<file path="src/rtl/spatz_req_dispatch.sv">
// Per-unit request queues (VFU/LSU/SLD) with valid/ready dispatch and outstanding-credit throttling.
// Optional stall statistics counter enabled by defining SPATZ_DISPATCH_STATS_EN.

package spatz_req_dispatch_pkg;

    typedef enum logic [1:0] {
        CON = 2'd0,
        VFU = 2'd1,
        LSU = 2'd2,
        SLD = 2'd3
    } ex_unit_e;

    typedef struct packed {
        ex_unit_e    ex_unit;
        logic [7:0]  id;
        logic [15:0] op;
    } spatz_req_t;

endpackage

module spatz_req_dispatch
    import spatz_req_dispatch_pkg::*;
#(
    parameter int unsigned FifoDepth      = 2,
    parameter int unsigned MaxOutstanding = 4
) (
    input  logic       clk_i,
    input  logic       rst_ni,
    input  logic       spatz_req_valid_i,
    input  spatz_req_t spatz_req_i,
    output logic       vfu_ready_o,
    output logic       lsu_ready_o,
    output logic       sld_ready_o,
    output logic       vfu_req_valid_o,
    input  logic       vfu_req_ready_i,
    output spatz_req_t vfu_req_o,
    input  logic       vfu_rsp_valid_i,
    output logic       lsu_req_valid_o,
    input  logic       lsu_req_ready_i,
    output spatz_req_t lsu_req_o,
    input  logic       lsu_rsp_valid_i,
    output logic       sld_req_valid_o,
    input  logic       sld_req_ready_i,
    output spatz_req_t sld_req_o,
    input  logic       sld_rsp_valid_i,
    output logic       busy_o,
    output logic       error_o
`ifdef SPATZ_DISPATCH_STATS_EN
    ,
    output logic [31:0] stall_cnt_o
`endif
);

    localparam int unsigned NumUnits = 3;
    localparam int unsigned CntW     = $clog2(FifoDepth + 1);
    localparam int unsigned PtrW     = (FifoDepth > 1) ? $clog2(FifoDepth) : 1;
    localparam int unsigned OutW     = $clog2(MaxOutstanding + 1);

    function automatic logic [PtrW-1:0] ptr_inc(input logic [PtrW-1:0] p);
        return (p == PtrW'(FifoDepth - 1)) ? '0 : p + 1'b1;
    endfunction

    logic [NumUnits-1:0] rdy_in, rsp_in, valid_out, ready_out;
    logic [NumUnits-1:0] overflow, bad_rsp, nonidle;
    spatz_req_t          head [NumUnits];
    logic                error_q, error_d;

    assign rdy_in = {sld_req_ready_i, lsu_req_ready_i, vfu_req_ready_i};
    assign rsp_in = {sld_rsp_valid_i, lsu_rsp_valid_i, vfu_rsp_valid_i};

    for (genvar u = 0; u < NumUnits; u++) begin : g_unit
        localparam ex_unit_e Unit = ex_unit_e'(2'(u + 1));

        spatz_req_t      mem_q [FifoDepth];
        logic [PtrW-1:0] rd_ptr_q, rd_ptr_d, wr_ptr_q, wr_ptr_d;
        logic [CntW-1:0] cnt_q, cnt_d;
        logic [OutW-1:0] out_q, out_d;
        logic            sel, full, push, pop, rsp_ok;

        assign sel    = spatz_req_valid_i && (spatz_req_i.ex_unit == Unit);
        assign full   = (cnt_q == CntW'(FifoDepth));
        assign push   = sel && !full;
        assign pop    = valid_out[u] && rdy_in[u];
        assign rsp_ok = rsp_in[u] && (out_q != '0);

        assign valid_out[u] = (cnt_q != '0) && (out_q != OutW'(MaxOutstanding));
        assign ready_out[u] = !full;
        assign overflow[u]  = sel && full;
        assign bad_rsp[u]   = rsp_in[u] && (out_q == '0);
        assign nonidle[u]   = (cnt_q != '0) || (out_q != '0);
        assign head[u]      = mem_q[rd_ptr_q];

        always_comb begin
            rd_ptr_d = rd_ptr_q;
            wr_ptr_d = wr_ptr_q;
            cnt_d    = cnt_q;
            out_d    = out_q;
            if (push) wr_ptr_d = ptr_inc(wr_ptr_q);
            if (pop)  rd_ptr_d = ptr_inc(rd_ptr_q);
            case ({push, pop})
                2'b10:   cnt_d = cnt_q + 1'b1;
                2'b01:   cnt_d = cnt_q - 1'b1;
                default: cnt_d = cnt_q;
            endcase
            // A dispatch and a completion in the same cycle cancel out.
            case ({pop, rsp_ok})
                2'b10:   out_d = out_q + 1'b1;
                2'b01:   out_d = out_q - 1'b1;
                default: out_d = out_q;
            endcase
        end

        always_ff @(posedge clk_i or negedge rst_ni) begin
            if (!rst_ni) begin
                rd_ptr_q <= '0;
                wr_ptr_q <= '0;
                cnt_q    <= '0;
                out_q    <= '0;
            end else begin
                rd_ptr_q <= rd_ptr_d;
                wr_ptr_q <= wr_ptr_d;
                cnt_q    <= cnt_d;
                out_q    <= out_d;
            end
        end

        always_ff @(posedge clk_i or negedge rst_ni) begin
            if (!rst_ni) begin
                for (int unsigned i = 0; i < FifoDepth; i++) mem_q[i] <= '0;
            end else if (push) begin
                mem_q[wr_ptr_q] <= spatz_req_i;
            end
        end
    end

    assign error_d = error_q || (|overflow) || (|bad_rsp);

    always_ff @(posedge clk_i or negedge rst_ni) begin
        if (!rst_ni) error_q <= 1'b0;
        else         error_q <= error_d;
    end

`ifdef SPATZ_DISPATCH_STATS_EN
    logic [31:0] stall_cnt_q, stall_cnt_d;

    always_comb begin
        stall_cnt_d = stall_cnt_q;
        if ((|(valid_out & ~rdy_in)) && (stall_cnt_q != '1))
            stall_cnt_d = stall_cnt_q + 1'b1;
    end

    always_ff @(posedge clk_i or negedge rst_ni) begin
        if (!rst_ni) stall_cnt_q <= '0;
        else         stall_cnt_q <= stall_cnt_d;
    end

    assign stall_cnt_o = stall_cnt_q;
`endif

    assign vfu_ready_o     = ready_out[0];
    assign lsu_ready_o     = ready_out[1];
    assign sld_ready_o     = ready_out[2];
    assign vfu_req_valid_o = valid_out[0];
    assign lsu_req_valid_o = valid_out[1];
    assign sld_req_valid_o = valid_out[2];
    assign vfu_req_o       = head[0];
    assign lsu_req_o       = head[1];
    assign sld_req_o       = head[2];
    assign busy_o          = |nonidle;
    assign error_o         = error_q;

endmodule

</file>
<file path="config.mk">
export PLATFORM = sky130hd
export DESIGN_NAME = spatz_req_dispatch
export DESIGN_NICKNAME = d
export VERILOG_FILES = /design/src/rtl/spatz_req_dispatch.sv
export SDC_FILE = /design/constraint.sdc
export NUM_CORES = 1
export LEC_CHECK = 0
export ABC_CLOCK_PERIOD_IN_PS = 2100
export CORE_ASPECT_RATIO = 1.5
export CORE_MARGIN = 10
export CORE_UTILIZATION = 49
export CTS_CLUSTER_DIAMETER = 50
export DETAILED_ROUTE_END_ITERATION = 12
export PLACE_DENSITY = 0.8
export SETUP_SLACK_MARGIN = 0.15
export SLEW_MARGIN = 15
export SYNTH_ARGS = -nofsm -noshare
export SYNTH_HDL_FRONTEND = slang
export SYNTH_SLANG_ARGS = --single-unit
</file>
<file path="constraint.sdc">
create_clock -name clk_i -period 2.1 [get_ports clk_i]
set_clock_uncertainty 0.15 [all_clocks]
set_input_delay 0.21 -clock clk_i [delete_from_list [all_inputs] [get_ports clk_i]]
set_output_delay 0.21 -clock clk_i [all_outputs]
set_load 0.02 [all_outputs]
</file>
-- Word-level counts from Yosys, hierarchy flattened
Index checks and enable logic that the tools add are counted.
- ROM bits: 0
- bits in registers: 178
- memories: 0
- RAM bits: 0
- word-level logic and storage cells: 165
- output and inout bits: 86
- latch bits: 0
- $add $sub $neg: 18
- div/mod/pow operators: 0
- reductions and logical operators: 50
- shift operators: 0
- magnitude comparators: 9
- bitwise gates (word level): 6
- equality and inequality tests: 21
- $mul: 0
- mux-type cells: 30
- operators with widths (kind ; number):
    two-way mux 26 bit ; 12
    bitwise mux 52 bit ; 3
    demux 26 bit (select 1 bit) ; 3
    logical AND 1 bit ; 24
    equality test 2 bit (second input constant) ; 11
    one-hot mux 3 bit (2 select lines) ; 3
    nonzero test 2 bit ; 9
    equality test 2 x 1 -> 1 bit (second input constant) ; 7
    >= comparator 2 bit (second input constant) ; 6
    inverter 1 -> 2 bit ; 6
    one-hot mux 2 bit (2 select lines) ; 3
    adder 3 x 1 -> 3 bit (second input constant) ; 3
    zero test 3 bit ; 3
    inequality test 3 bit (second input constant) ; 3
    nonzero test 3 bit ; 3
    OR reduction 3 bit ; 3
    subtractor 3 x 1 -> 3 bit (second input constant) ; 3
    adder 1 bit (second input constant) ; 6
    adder 2 x 1 -> 2 bit (second input constant) ; 3
    < comparator 2 x 1 -> 1 bit (second input constant) ; 3
    two-way mux 1 bit ; 6
    subtractor 2 x 1 -> 2 bit (second input constant) ; 3
    logical OR 1 bit ; 5
    zero test 1 bit ; 3

-- Depth between registers and ports, before layout
Gate-level depths: netlist of the first run.
- word-level depth: 6
- mapped depth: 8
- mapped depth without buffers: 8

-- Least setup slack after synthesis of the first run
OpenSTA, ideal clock, no wires.
- kind: register -> register
- from: reg g_unit[1].out_q[0]
- to: reg g_unit[1].out_q[2]
- data arrival time: 1.997 ns
- required time: 1.871 ns
- path slack: -0.126 ns
- cell stages (with the launch flop): 9
- buffers on the path: 0
- clock period less this slack: 2.226 ns
- cells stage by stage: dfrtp_1 > or3b_2 > nand3_1 > ha_1 > inv_1 > fa_1 > xor2_1 > nor2_1 > xor2_1
- cells in the longest elaborated chain, start to end: 5
- elaborated cells between the ends (all ways): 11
- RTL lines (element ; line ; text):
    start, declared ; 77 ; logic [OutW-1:0] out_q, out_d;
    start signal, assigned ; 123 ; out_q <= out_d;
    inequality test 3 bit ; 86 ; assign valid_out[u] = (cnt_q != '0) && (out_q != OutW'(MaxOutstanding));
    logical AND 1 bit ; 86 ;
    logical AND 1 bit ; 83 ; assign pop = valid_out[u] && rdy_in[u];
    equality test 2 x 1 -> 1 bit / equality test 2 bit (equally long branches) ; 106 ; case ({pop, rsp_ok})
    one-hot mux 3 bit (2 select lines) / nonzero test 2 bit (equally long branches) ; n/a ;
Several ways; a longest one is shown, not always the timed one.
A chain may end at the register's enable or synchronous reset.

-- Final worst setup path of the first run
- from: reg g_unit[2].out_q[2]
- to: out busy_o
- cells in the longest elaborated chain, start to end: 3
- RTL lines (element ; line ; text):
    start, declared ; 77 ;
    start signal, assigned ; 123 ;
    nonzero test 3 bit ; 90 ; assign nonidle[u] = (cnt_q != '0) || (out_q != '0);
    logical OR 1 bit ; 90 ;
    OR reduction 3 bit ; 169 ; assign busy_o = |nonidle;
    end, declared ; 46 ; output logic busy_o,
No other way between the ends.

==> impl_metrics.tcl, run 1 <==
set metrics [dict create \
    htreeDepth 4 \
    antenna_found_initial 0 \
    dr.pass1.iters 4 \
    cts_root_buf "clkbuf_16" \
    diodes 0 \
    final_max_slew_viol_count 0 \
    highest_layer "met4" \
    vias 5086 \
    drt_wl_total_um 21600 \
    synth_edf_count 0 \
    ioPinCount 121 \
    ys_ff_latch 178 \
    clock.fmax_ghz 0.454 \
    drive_gt1_frac 0.636 \
    initial_core_util 0.502 \
    min_period_over_period 1.05 \
    cts_buffer_depth 2 \
    die_area_um2 21700 \
    routedWlPerCell_um 23.0 \
    violations "setup timing" \
    r2r_cells 8 \
    yosys_warnings 0 \
    wl_met1_um 8190 \
    arrival_ns 1.84 \
    netlist_area_um2 7920 \
    cts.sinks 178 \
    yosys_most_used_dff "dfrtp_1" \
    ir_drop_mv 1.03 \
    worst-slew-pin-transition_ns 0.553 \
    nNetsFinal 771 \
    final_area_um2 11500 \
    grt_pass1_wl_um 32100 \
    gr-total-overflow 0 \
    syn_to_final_growth_pct 45.8 \
    yosys.area_share.simple 0.0484 \
    die_height_um 176 \
    setup_ws_ns -0.101 \
    cp_max_fo 3 \
    gp_congestion 0.828 \
    path_clk_slew_ns 0.07 \
    fin_crit_ns 2.20 \
    die-width_um 124 \
    wl_met2_um 12300 \
    ant_nets 0 \
    fp-row-count 56 \
    synth_top_family_by_area "multiplexers" \
    critPathLaunchType "flip-flop" \
    required_ns 1.74 \
    synthAdderAreaFrac 0.0171 \
    grt_max_degree 56 \
    syn_inst 527 \
    nFillCells 989 \
    status "complete, but fails checks" \
    drt_iter0_drc 291 \
    p_leak_nw 5.27 \
    r2r_slack_ns -0.09 \
    synthXorXnorAreaFrac 0.0266 \
    coreArea_um2 15800 \
    hpwl_um 13400 \
    syn_area_per_cell_um2 15.0 \
    setup_viol 3 \
    synth-compound-area-share 0.00253 \
    worst_hold_path_type "input port to async pin" \
    synthArstFlopShare 1.00 \
    rsz0062_at_grt "yes" \
    p_per_area_nw_per_um2 1870 \
    cts_inserted_buffers 17 \
    ys_types 32 \
    hold_viol_final 0 \
    endpoint_kind "output port" \
    drc 0 \
    routed_via_density 5.40 \
    grt_usage 0.194 \
    cts_tree "built" \
    path_class "flip-flop to output port" \
    fin_hold_ws_ns 0.167 \
    port_buffers 120 \
    reg2reg_to "g_unit[2].out_q[2]" \
    syn_nets 571 \
    ys_seq_area_frac 0.563 \
    muxShareOfSynthArea 0.320 \
    timing.rr.start "g_unit[2].out_q[1]" \
    clk_latency_ns 0.42 \
    grt_pass1_vias 5750 \
    slew_headroom 0.632 \
    wl_met3_um 838 \
    dpl-instance-area_um2 9820 \
    max_cap_violations 0 \
]
-- cell usage after synthesis (4+ instances only) --
cell | count | area [um2]
xor2_1 | 8 | 70.1
or2_2 | 7 | 43.8
nand3_1 | 4 | 20.0
buf_4 | 5 | 37.5
ha_1 | 6 | 75.1
inv_1 | 12 | 45.0
nor2b_1 | 5 | 31.3
dfrtp_1 | 178 | 4450
nand2b_1 | 4 | 25.0
buf_6 | 4 | 45.0
nor2_1 | 6 | 22.5
buf_1 | 4 | 15.0
buf_2 | 7 | 35.0
mux2_1 | 4 | 45.0
and2_1 | 5 | 31.3
nand2_1 | 4 | 15.0
mux2_2 | 219 | 2470
xnor2_1 | 16 | 140
-- layout by cell type, fill, tap and decap left out, types with 6 or more instances in the layout --
cell and instances:
buf_12 23, buf_4 35, buf_6 96, clkbuf_16 19, clkdlybuf4s50_1 34, dfrtp_1 175, ha_4 6, inv_1 8
mux2_2 145, mux2_4 74, xnor2_1 13, xor2_1 8
-- through the flow --
stage / utilization / power, mW / worst slack, ns / instances / TNS (ns)
after floorplan: - / 11.3 / 0.111 / 527 / 0
after global placement: 0.623 / 15.0 / -0.0352 / 870 / -0.0352
after detailed placement: 0.623 / 15.4 / -0.113 / 870 / -0.313
after CTS: 0.688 / 19.7 / -0.0504 / 928 / -0.0852
after global routing: 0.732 / 22.6 / -0.158 / 942 / -0.390
final: 0.732 / 21.6 / -0.101 / 942 / -0.220
-- routing by layer --
layer,vias to the layer above,GRT usage
li1,2255,-
met1,2688,0.212
met2,125,0.356
met3,18,0.0453
met4,0,0.0555
met5,-,0
-- flip-flops by register name, summed over array words and instances, names as in the netlist --
name and cells:
g_unit.mem_q 156, g_unit.out_q 9, g_unit.rd_ptr_q 3, g_unit.cnt_q 6
error_o 1, g_unit.wr_ptr_q 3
-- logic make-up (layout without fill, tap and decap cells) --
group,Yosys count,count (layout)
xor gates and xnor gates,24,24
muxes,225,225
DFF,178,178
and+or+nand+nor,55,55
buffers and inverters,33,245
adders and majority gates,9,9
AOI/OAI and AO/OA,3,3
-- what timing repair did --
| action | 4_1_cts | 5_1_grt |
|---|---|---|
| endpoints found under the setup margin | 90 | 93 |
| hold buffers | 1 | 0 |
| endpoints found under the hold margin | 52 | 0 |
| gates cloned | 7 | 1 |
| buffers inserted | 19 | 13 |
| resized for setup | 479 | 164 |
| pin swaps | 15 | 15 |
-- worst max-delay path by stage --
| stage | from | endpoint | slack (ns) | cells past startpoint |
|---|---|---|---|---|
| 6_report | g_unit[2].out_q[2] | busy_o | -0.10 | 4 |
| 5_1_grt | g_unit[2].out_q[1] | g_unit[2].out_q[2] | -0.16 | 8 |
| 4_1_cts | g_unit[2].out_q[0] | busy_o | -0.05 | 4 |
| 3_5_place_dp | sld_rsp_valid_i | g_unit[2].out_q[2] | -0.11 | 8 |
| 3_3_place_gp | g_unit[0].cnt_q[1] | busy_o | -0.04 | 3 |
| 2_1_floorplan | g_unit[1].out_q[0] | g_unit[1].out_q[2] | 0.11 | 8 |
-- critical path, cell delays in order, from the launching register on --
cell and delay [ns]:
dfrtp_1 0.41, nor3_2 0.28, nand3_1 0.13, or4_4 0.44, buf_6 0.15
-- power by group --
part,internal (mW),leakage (nW),switching [mW]
Combinational,7.10,2.86,5.13
Sequential,5.11,2.12,1.03
Clock,1.89,0.282,1.36
Total,14.1,5.27,7.52
-- area by class of cell --
cell class	instances	area (um2)	area share
Tap cell	203	254	0.0220
Clock inverter	13	175	0.0152
Clock buffer	18	429	0.0372
Inverter	12	45.0	0.00390
Timing Repair Buffer	202	2410	0.209
Sequential cell	178	4460	0.386
Multi-Input combinational cell	316	3770	0.327
Power figures use the tool's default switching activity.
==> inputs of run 2 (changes only) <==
--- a/config.mk
+++ b/config.mk
@@ -7,7 +7,7 @@
 export LEC_CHECK = 0
 export ABC_CLOCK_PERIOD_IN_PS = 2100
 export CORE_ASPECT_RATIO = 1.5
-export CORE_MARGIN = 10
+export CORE_MARGIN = 2
 export CORE_UTILIZATION = 49
 export CTS_CLUSTER_DIAMETER = 50
 export DETAILED_ROUTE_END_ITERATION = 12
==> run 2 against run 1 <==
Sequential share of layout area up 1.4 points. Register-to-register slack better by 0.08 ns. Via count down 2.0%. The flow still finishes with violations (setup timing). Largest cell class unchanged. Non-clock buffer count down 15. Critical path depth up 4. Largest power group unchanged. Cell area down 3.6%. Global-route usage up 3.8 points.
==> impl_metrics.tcl, run 2 (same netlist as run 1, synthesis figures left out) <==
set metrics [dict create \
    status "complete, but fails checks" \
    violations "setup timing" \
    grt_pass1_wl_um 30200 \
    rsz0062_at_grt "yes" \
    power_frac_comb 0.553 \
    grt_pass1_vias 5550 \
    antenna_found_initial 0 \
    slew_headroom 0.656 \
    setup_viol 2 \
    initial_core_util 0.504 \
    setup_ws_ns -0.00567 \
    routed_via_density 5.37 \
    worst-slew-pin-transition_ns 0.516 \
    die-width_um 108 \
    cts.sinks 178 \
    dr.pass1.iters 4 \
    cts_buffer_depth 2 \
    htreeDepth 4 \
    hold_viol_final 0 \
    cp_max_fo 3 \
    p_clk_frac 0.145 \
    cts_inserted_buffers 17 \
    fin_hold_ws_ns 0.177 \
    largest_register_ffs 156 \
    drt_iter0_drc 151 \
    gr-total-overflow 0 \
    routedWlPerCell_um 21.5 \
    ioPinCount 121 \
    fp-row-count 56 \
    final_cell_mix "175 x dfrtp_1, 154 x mux2_2, 75 x buf_6, 65 x mux2_4" \
    grt_max_degree 55 \
    swShare 0.353 \
    worst_hold_path_type "input port to async pin" \
    drive_gt1_frac 0.622 \
    vias 4983 \
    path_class "flip-flop to flip-flop" \
    final_max_slew_viol_count 0 \
    port_buffers 120 \
    endpoint_kind "flip-flop" \
    grt_usage 0.232 \
    die_height_um 160 \
    min_period_over_period 1.00 \
    hpwl_um 12300 \
    layout_commonest_cell "dfrtp_1" \
    p_per_area_nw_per_um2 1830 \
    ir_drop_mv 1.09 \
    clock.fmax_ghz 0.475 \
    largestRegisters "g_unit.mem_q x156, g_unit.out_q x9, g_unit.cnt_q x6" \
    ant_nets 0 \
    p_leak_nw 5.08 \
    drc 0 \
    top_register "g_unit.mem_q" \
    diodes 0 \
    syn_to_final_growth_pct 40.6 \
    arrival_ns 2.29 \
    drt_wl_total_um 19900 \
    critPathLaunchType "flip-flop" \
    seq_power_share 0.302 \
    coreArea_um2 15700 \
    gp_congestion 0.787 \
    required_ns 2.29 \
    p_switching_mw 7.19 \
    nNetsFinal 756 \
    tns_ns -0.00943 \
    path_clk_slew_ns 0.07 \
    cts_root_buf "clkbuf_16" \
    die_area_um2 17200 \
    cts_tree "built" \
    p_int_mw 13.2 \
    max_cap_violations 0 \
    fin_crit_ns 2.11 \
    clk_latency_ns 0.42 \
]
-- run 2: through the flow --
| stage | power, mW | cells | area (um2) | setup WS [ns] | util |
|---|---|---|---|---|---|
| 2_1_floorplan | 11.3 | 527 | 8000 | 0.111 | - |
| 4_1_cts | 18.8 | 921 | 10600 | -0.0165 | 0.674 |
| 3_5_place_dp | 15.3 | 869 | 9810 | -0.125 | 0.625 |
| 3_3_place_gp | 14.9 | 869 | 9810 | -0.0517 | 0.625 |
| 6_report | 20.3 | 928 | 11100 | -0.00567 | 0.709 |
| 5_1_grt | 21.3 | 928 | 11100 | -0.0702 | 0.709 |
-- run 2: area by class of cell --
| type | count | area [um2] |
|---|---|---|
| Timing Repair Buffer | 187 | 2110 |
| Tap cell | 203 | 254 |
| Clock buffer | 19 | 443 |
| Sequential cell | 178 | 4460 |
| Clock inverter | 13 | 103 |
| Fill cell | 1026 | 4570 |
| Multi-Input combinational cell | 316 | 3710 |
| Inverter | 12 | 45.0 |
-- run 2: timing repair --
item                                    CTS  global route
endpoints found under the setup margin   91            78
pin swaps                                12             6
setup buffers                            15             5
hold buffers                              1             0
endpoints found under the hold margin    50             0
gates cloned                              4             2
resized for setup                       451           129
-- run 2: routing by layer --
layer,track usage,vias to the layer above,part of all wire
met5,0,-,0
met4,0.0828,0,0.019
met3,0.0416,26,0.026
met2,0.423,117,0.56
met1,0.267,2618,0.39
li1,-,2222,-
-- run 2: worst paths after layout --
kind / from / end / slack (ns) / cells past startpoint
hold / removal: rst_ni / g_unit[0].mem_q[17] / 0.18 / 2
max in group asynchronous: rst_ni / g_unit[0].mem_q[14] / 0.88 / 3
min in group clk_i: vfu_rsp_valid_i / error_o / 0.26 / 3
setup / recovery: g_unit[2].out_q[0] / g_unit[2].out_q[2] / -0.006 / 8
hold reg to reg: g_unit[0].mem_q[24] / g_unit[0].mem_q[24] / 0.32 / 1
setup reg to reg: g_unit[2].out_q[0] / g_unit[2].out_q[2] / -0.006 / 8
-- run 2: power groups by stage --
stage                     sequential (mW)  clock, mW  combinational (mW)
after floorplan                      5.75          0                5.57
after global placement               5.85          0                9.07
after detailed placement             6.03          0                9.28
after CTS                            6.04       2.98                9.81
after global routing                 6.34       3.14                11.8
final                                6.14       2.95                11.2
-- run 2: worst max-delay path: stages (launching register included) --
cell     delay (ns)
dfrtp_1        0.40
or3b_4         0.43
nand3_4        0.09
ha_4           0.13
inv_2          0.03
fa_2           0.32
xor2_1         0.16
nor2_1         0.13
xor2_1         0.17
